<file path="src/rtl/mem_port_ctrl_if.sv">
// Request/acknowledge and port-strobe bundle between the control unit, memory and mem_port_ctrl.
// master = requester/memory side, slave = the sequencer.
interface mem_port_ctrl_if #(
    parameter int ADDR_W = 16
);
    logic              ld_req;
    logic              st_req;
    logic [ADDR_W-1:0] addr_in;
    logic              mem_ack;
    logic [ADDR_W-1:0] mem_addr;
    logic              mem_write;
    logic              mem_read;
    logic              wreg_load;
    logic              busy;
    logic              done;
    logic              err;

    modport master (
        output ld_req, st_req, addr_in, mem_ack,
        input  mem_addr, mem_write, mem_read, wreg_load, busy, done, err
    );

    modport slave (
        input  ld_req, st_req, addr_in, mem_ack,
        output mem_addr, mem_write, mem_read, wreg_load, busy, done, err
    );
endinterface

</file>
<file path="src/rtl/mem_port_ctrl.sv">
// Working-register <-> data-bus port sequencer: round-robin load/store accept,
// bus-turnaround gap on direction change, ack wait with timeout, done/err pulses.
module mem_port_ctrl #(
    parameter int ADDR_W   = 16,
    parameter int WAIT_MAX = 15,
    parameter int TURN_CYC = 1
) (
    input  logic           clk,
    input  logic           rst,
    mem_port_ctrl_if.slave bus
);
    localparam int WCW = $clog2(WAIT_MAX + 1);
    localparam int TCW = $clog2(TURN_CYC + 1);

    localparam logic DIR_LD = 1'b0;
    localparam logic DIR_ST = 1'b1;

    localparam logic [2:0] S_IDLE = 3'd0;
    localparam logic [2:0] S_TURN = 3'd1;
    localparam logic [2:0] S_LDW  = 3'd2;
    localparam logic [2:0] S_STW  = 3'd3;
    localparam logic [2:0] S_FIN  = 3'd4;

    logic [2:0]        state_q, state_d;
    logic [ADDR_W-1:0] addr_q, addr_d;
    logic              dir_q, dir_d;
    logic              last_dir_q, last_dir_d;
    logic              gnt_last_q, gnt_last_d;
    logic              err_q, err_d;
    logic [WCW-1:0]    wait_cnt_q, wait_cnt_d;
    logic [TCW-1:0]    turn_cnt_q, turn_cnt_d;

    logic              any_req;
    logic              acc_dir;
    logic              in_wait;
    logic [WCW-1:0]    wait_nxt;

    // On a simultaneous request the type not granted last time wins.
    assign any_req  = bus.ld_req | bus.st_req;
    assign acc_dir  = (bus.ld_req & bus.st_req) ? ~gnt_last_q : bus.st_req;
    assign in_wait  = (state_q == S_LDW) | (state_q == S_STW);
    assign wait_nxt = (wait_cnt_q == WCW'(WAIT_MAX)) ? wait_cnt_q : wait_cnt_q + WCW'(1);

    always_comb begin
        state_d    = state_q;
        addr_d     = addr_q;
        dir_d      = dir_q;
        last_dir_d = last_dir_q;
        gnt_last_d = gnt_last_q;
        err_d      = err_q;
        wait_cnt_d = wait_cnt_q;
        turn_cnt_d = turn_cnt_q;
        case (state_q)
            S_IDLE: begin
                if (any_req) begin
                    addr_d     = bus.addr_in;
                    dir_d      = acc_dir;
                    gnt_last_d = acc_dir;
                    err_d      = 1'b0;
                    if (acc_dir != last_dir_q) begin
                        state_d    = S_TURN;
                        turn_cnt_d = '0;
                    end else begin
                        state_d    = (acc_dir == DIR_ST) ? S_STW : S_LDW;
                        wait_cnt_d = '0;
                    end
                end
            end
            S_TURN: begin
                if (turn_cnt_q == TCW'(TURN_CYC - 1)) begin
                    state_d    = (dir_q == DIR_ST) ? S_STW : S_LDW;
                    last_dir_d = dir_q;
                    wait_cnt_d = '0;
                end else begin
                    turn_cnt_d = turn_cnt_q + TCW'(1);
                end
            end
            S_LDW, S_STW: begin
                wait_cnt_d = wait_nxt;
                // Ack on the final allowed cycle still counts as a success.
                if (bus.mem_ack) begin
                    state_d = S_FIN;
                end else if (wait_nxt == WCW'(WAIT_MAX)) begin
                    state_d = S_FIN;
                    err_d   = 1'b1;
                end
            end
            S_FIN: begin
                state_d = S_IDLE;
            end
            default: begin
                state_d = S_IDLE;
            end
        endcase
    end

    always_ff @(posedge clk) begin
        if (rst) begin
            state_q    <= S_IDLE;
            addr_q     <= '0;
            dir_q      <= DIR_LD;
            last_dir_q <= DIR_LD;
            gnt_last_q <= DIR_LD;
            err_q      <= 1'b0;
            wait_cnt_q <= '0;
            turn_cnt_q <= '0;
        end else begin
            state_q    <= state_d;
            addr_q     <= addr_d;
            dir_q      <= dir_d;
            last_dir_q <= last_dir_d;
            gnt_last_q <= gnt_last_d;
            err_q      <= err_d;
            wait_cnt_q <= wait_cnt_d;
            turn_cnt_q <= turn_cnt_d;
        end
    end

    // Strobes decode straight from state so they can never overlap.
    assign bus.mem_addr  = addr_q;
    assign bus.mem_write = (state_q == S_LDW);
    assign bus.mem_read  = (state_q == S_STW);
    assign bus.wreg_load = (state_q == S_LDW) & bus.mem_ack;
    assign bus.busy      = (state_q != S_IDLE);
    assign bus.done      = (state_q == S_FIN);
    assign bus.err       = (state_q == S_FIN) & err_q;

    logic unused_ok;
    assign unused_ok = in_wait;
endmodule

</file>
<file path="src/flat_wrapper.sv">
// flat-port wrapper written by rule: the top's interface ports become plain ports
module mem_port_ctrl_flat 
#(
    parameter int ADDR_W   = 16,
    parameter int WAIT_MAX = 15,
    parameter int TURN_CYC = 1
)
  (clk, rst, bus_ld_req, bus_st_req, bus_addr_in, bus_mem_ack, bus_mem_addr, bus_mem_write, bus_mem_read, bus_wreg_load, bus_busy, bus_done, bus_err);
  mem_port_ctrl_if #(.ADDR_W(ADDR_W)) bus_i ();
  input  logic clk;
  input  logic rst;
  input wire logic [$bits(bus_i.ld_req)-1:0] bus_ld_req;
  input wire logic [$bits(bus_i.st_req)-1:0] bus_st_req;
  input wire logic [$bits(bus_i.addr_in)-1:0] bus_addr_in;
  input wire logic [$bits(bus_i.mem_ack)-1:0] bus_mem_ack;
  output wire logic [$bits(bus_i.mem_addr)-1:0] bus_mem_addr;
  output wire logic [$bits(bus_i.mem_write)-1:0] bus_mem_write;
  output wire logic [$bits(bus_i.mem_read)-1:0] bus_mem_read;
  output wire logic [$bits(bus_i.wreg_load)-1:0] bus_wreg_load;
  output wire logic [$bits(bus_i.busy)-1:0] bus_busy;
  output wire logic [$bits(bus_i.done)-1:0] bus_done;
  output wire logic [$bits(bus_i.err)-1:0] bus_err;
  assign bus_i.ld_req = bus_ld_req;
  assign bus_i.st_req = bus_st_req;
  assign bus_i.addr_in = bus_addr_in;
  assign bus_i.mem_ack = bus_mem_ack;
  assign bus_mem_addr = bus_i.mem_addr;
  assign bus_mem_write = bus_i.mem_write;
  assign bus_mem_read = bus_i.mem_read;
  assign bus_wreg_load = bus_i.wreg_load;
  assign bus_busy = bus_i.busy;
  assign bus_done = bus_i.done;
  assign bus_err = bus_i.err;
  mem_port_ctrl #(.ADDR_W(ADDR_W), .WAIT_MAX(WAIT_MAX), .TURN_CYC(TURN_CYC)) u_core (.clk(clk), .rst(rst), .bus(bus_i));
endmodule
</file>
<file path="config.mk">
export PLATFORM = sky130hd
export DESIGN_NAME = mem_port_ctrl_flat
export DESIGN_NICKNAME = d
export VERILOG_FILES = /design/src/rtl/mem_port_ctrl_if.sv /design/src/rtl/mem_port_ctrl.sv /design/src/flat_wrapper.sv
export SDC_FILE = /design/constraint.sdc
export NUM_CORES = 1
export LEC_CHECK = 0
export CAP_MARGIN = 5
export CORE_UTILIZATION = 45
export CTS_CLUSTER_SIZE = 16
export DETAILED_ROUTE_END_ITERATION = 10
export PLACE_DENSITY = 0.77
export SLEW_MARGIN = 0
export SYNTH_ARGS = -nofsm -noshare
export SYNTH_HDL_FRONTEND = slang
export SYNTH_SLANG_ARGS = --single-unit
</file>
<file path="constraint.sdc">
create_clock -name clk -period 2.39 [get_ports clk]
set_input_delay 0.478 -clock clk [delete_from_list [all_inputs] [get_ports clk]]
set_output_delay 0.478 -clock clk [all_outputs]
set_load 0.02 [all_outputs]
</file>
==> impl_metrics.ini <==
[worst_setup_path]
cp_top_family = buffers and inverters
worstSetupEndpointType = primary output
r2r_slack_ns = 0.74
worstPathCellList = nor2_2, and3_1, clkdlybuf4s50_1
cp_slowest_cell = clkdlybuf4s50_1
critPathBufInv = 1
r2r_start = u_core.dir_q
regToRegEndpoint = u_core.wait_cnt_q[1]
path_class = reg2out
crit_fanout = 7
start_kind = register
arrival_ns = 1.79
max_stage_delay_ns = 0.60
ff2ff_path_depth = 6
required_ns = 1.91

[status]
status = completed

[cts]
cts_tree = yes
cts.htree.levels = 1
cts-buffers-inserted = 3
cts_buffer_depth = 2
hold_buffers = 0
clock-root-buffer = clkbuf_4
cts_sinks = 26
worstSkewPairLatency_ns = 0.33
cts.clk_slew.worst_paths_ns = 0.15
cts_setup_buffers = 0

[yosys]
synth_cell_type_count = 38
syn_nets = 170
syn_area_um2 = 1220
netlist_instances = 147
yosysTopAreaCellShare = 0.426
yosysWarnings = 0
syn_avg_cell_area_um2 = 8.31
yosysSeqAreaShare = 0.426
synthTopCellsByArea = dfxtp_1 43%, nand3_1 8.6%, a21oi_1 7.4%
ys_ff_latch = 26
yosys.area.top_type = dfxtp_1

[route]
drc = 0
vias_per_cell = 5.80
wl_per_cell_um = 14.4
ant_nets = 0
wl_mm = 3.15
first_pass_iters = 4
vias = 1265
drt_iter0_drc = 35

[timing]
tightest_slew_ns = 0.451
fin_crit_ns = 2.26
setup_viol = 0
slew_violations = 0
fin_setup_tns_ns = 0
max_freq_mhz = 442
rsz0062_at_grt = false
finalHoldViolCount = 0
worst_hold_slack_ns = 0.488
fin_crit_sh = 0.948
maxSlewHeadroom = 0.698
skew_ns = 0.00767

[floorplanning]
start_util = 0.484
die_y_um = 54.1
fp-row-count = 18
die_w_um = 54.1
ios = 43
coreArea_um2 = 2520
die_area_um2 = 2930

[layout]
nets = 212
num_antenna_cells = 0
drive_gt1_frac = 0.101
syn2layout_area_growth_pct = 41.4
n_fill_cell = 221
final_cell_mix = 41 x clkdlybuf4s50_1, 24 x dfxtp_1, 21 x nand3_1
fin_cells = 218
mostFrequentLayoutCell = clkdlybuf4s50_1

[global_route]
grt_max_degree = 20
grt_overflow = 0
grt_pass1_wl_mm = 4.93
grt.total_usage = 0.232
first_global_vias = 1139
antenna_found_initial = 0

[hold_path]
min_to = u_core.bus.mem_addr[6]
min-delay-start = u_core.bus.mem_addr[6]
min_path_type = reg2reg
hold_depth = 2

[placed_design]
gp_congestion = 0.820
dp.cells = 214
port_buffers = 42
dpl.hpwl_mm = 2.27

[power]
irDropWorstVdd_mv = 0.423
p_leak_nw = 0.668
p_total_mw = 1.17
p_per_area_nw_per_um2 = 676

[run]
max-cap-violations = 0
==> power by group <==
part           internal [mW]  leakage (nW)  switching (mW)
combinational          0.165         0.426           0.188
sequential             0.475         0.214          0.0330
clock                  0.170        0.0279           0.136
total                  0.810         0.668           0.357
==> cells by family (layout without fill, tap and decap cells) <==
group,count (synthesis),after routing,share of synthesized area
xor gates and xnor gates,1,1,0.00717
adders and majority gates,2,2,0.0205
DFF,26,26,0.426
AOI/OAI and AO/OA,56,56,0.285
and+or+nand+nor,43,43,0.190
buffers and inverters,19,60,0.0717
==> metrics by stage <==
stage | setup slack [ns] | utilization | instance area (µm²)
final | 0.125 | 0.685 | 1730
after global routing | 0.0385 | 0.685 | 1730
after CTS | 0.0398 | 0.683 | 1720
after detailed placement | 0.112 | 0.661 | 1670
after global placement | 0.172 | 0.661 | 1670
after floorplan | 0.737 | - | 1220
==> area by class of cell <==
class,count,area (µm²),area share
Clock inverter,1,30.0,0.0174
Multi-Input combinational cell,102,616,0.357
Tap cell,30,37.5,0.0217
Sequential cell,26,523,0.303
Inverter,8,30.0,0.0174
Clock buffer,3,22.5,0.0130
Timing Repair Buffer,48,468,0.271
==> what timing repair did <==
action                                  CTS  global route
pin swaps                                 0             0
resized for setup                         2             2
endpoints found under the setup margin    1             3
==> flip-flops by register name, indices dropped and copies added, names as in the netlist <==
name                 count
u_core.err_q             1
u_core.bus.mem_addr     16
u_core.state_q           3
u_core.dir_q             1
u_core.last_dir_q        1
u_core.wait_cnt_q        4
==> how the worst max path moves through the flow <==
stage                            startpoint                   end  slack [ns]  cells after the start
after floorplan           u_core.state_q[1]         bus_wreg_load        0.74                      4
after global placement           bus_ld_req  u_core.wait_cnt_q[1]        0.17                      7
after detailed placement         bus_ld_req  u_core.wait_cnt_q[1]        0.11                      7
after CTS                 u_core.state_q[0]               bus_err        0.04                      3
after global routing      u_core.state_q[0]               bus_err        0.04                      3
final                     u_core.state_q[0]               bus_err        0.13                      3
==> tightest hold or removal path: stages (launching register included) <==
cell and delay, ns:
dfxtp_1 0.34, o21ai_0 0.06, a21oi_1 0.06
==> per-layer routing <==
metal  vias up  track usage  wire length, µm
li1        620            -                -
met1       606        0.289             1390
met2        35        0.385             1570
met3         4       0.0424              148
met4         0        0.107               36
met5         -            0                0
==> cells in the mapped netlist <==
library cell,n
o22ai_1,2
nor3_2,1
and3_1,3
o21a_1,2
a31o_2,1
nor2_1,6
o31ai_1,1
buf_4,1
nor3b_1,2
a221oi_1,1
a31oi_1,3
o221ai_1,1
nand4_1,1
o21ai_0,18
xnor2_1,1
a221oi_2,1
a21o_1,1
nand2b_1,1
nand2_1,3
nor4bb_1,1
a311o_1,1
buf_2,3
inv_1,7
o221a_2,2
a21oi_1,18
clkbuf_2,1
and2_1,2
nand3b_1,1
o211a_1,1
inv_2,1
dfxtp_1,26
or2_1,1
o21bai_1,1
buf_6,1
ha_1,2
nand3_1,21
a211oi_1,2
clkbuf_1,5
Power figures use the tool's default switching activity.
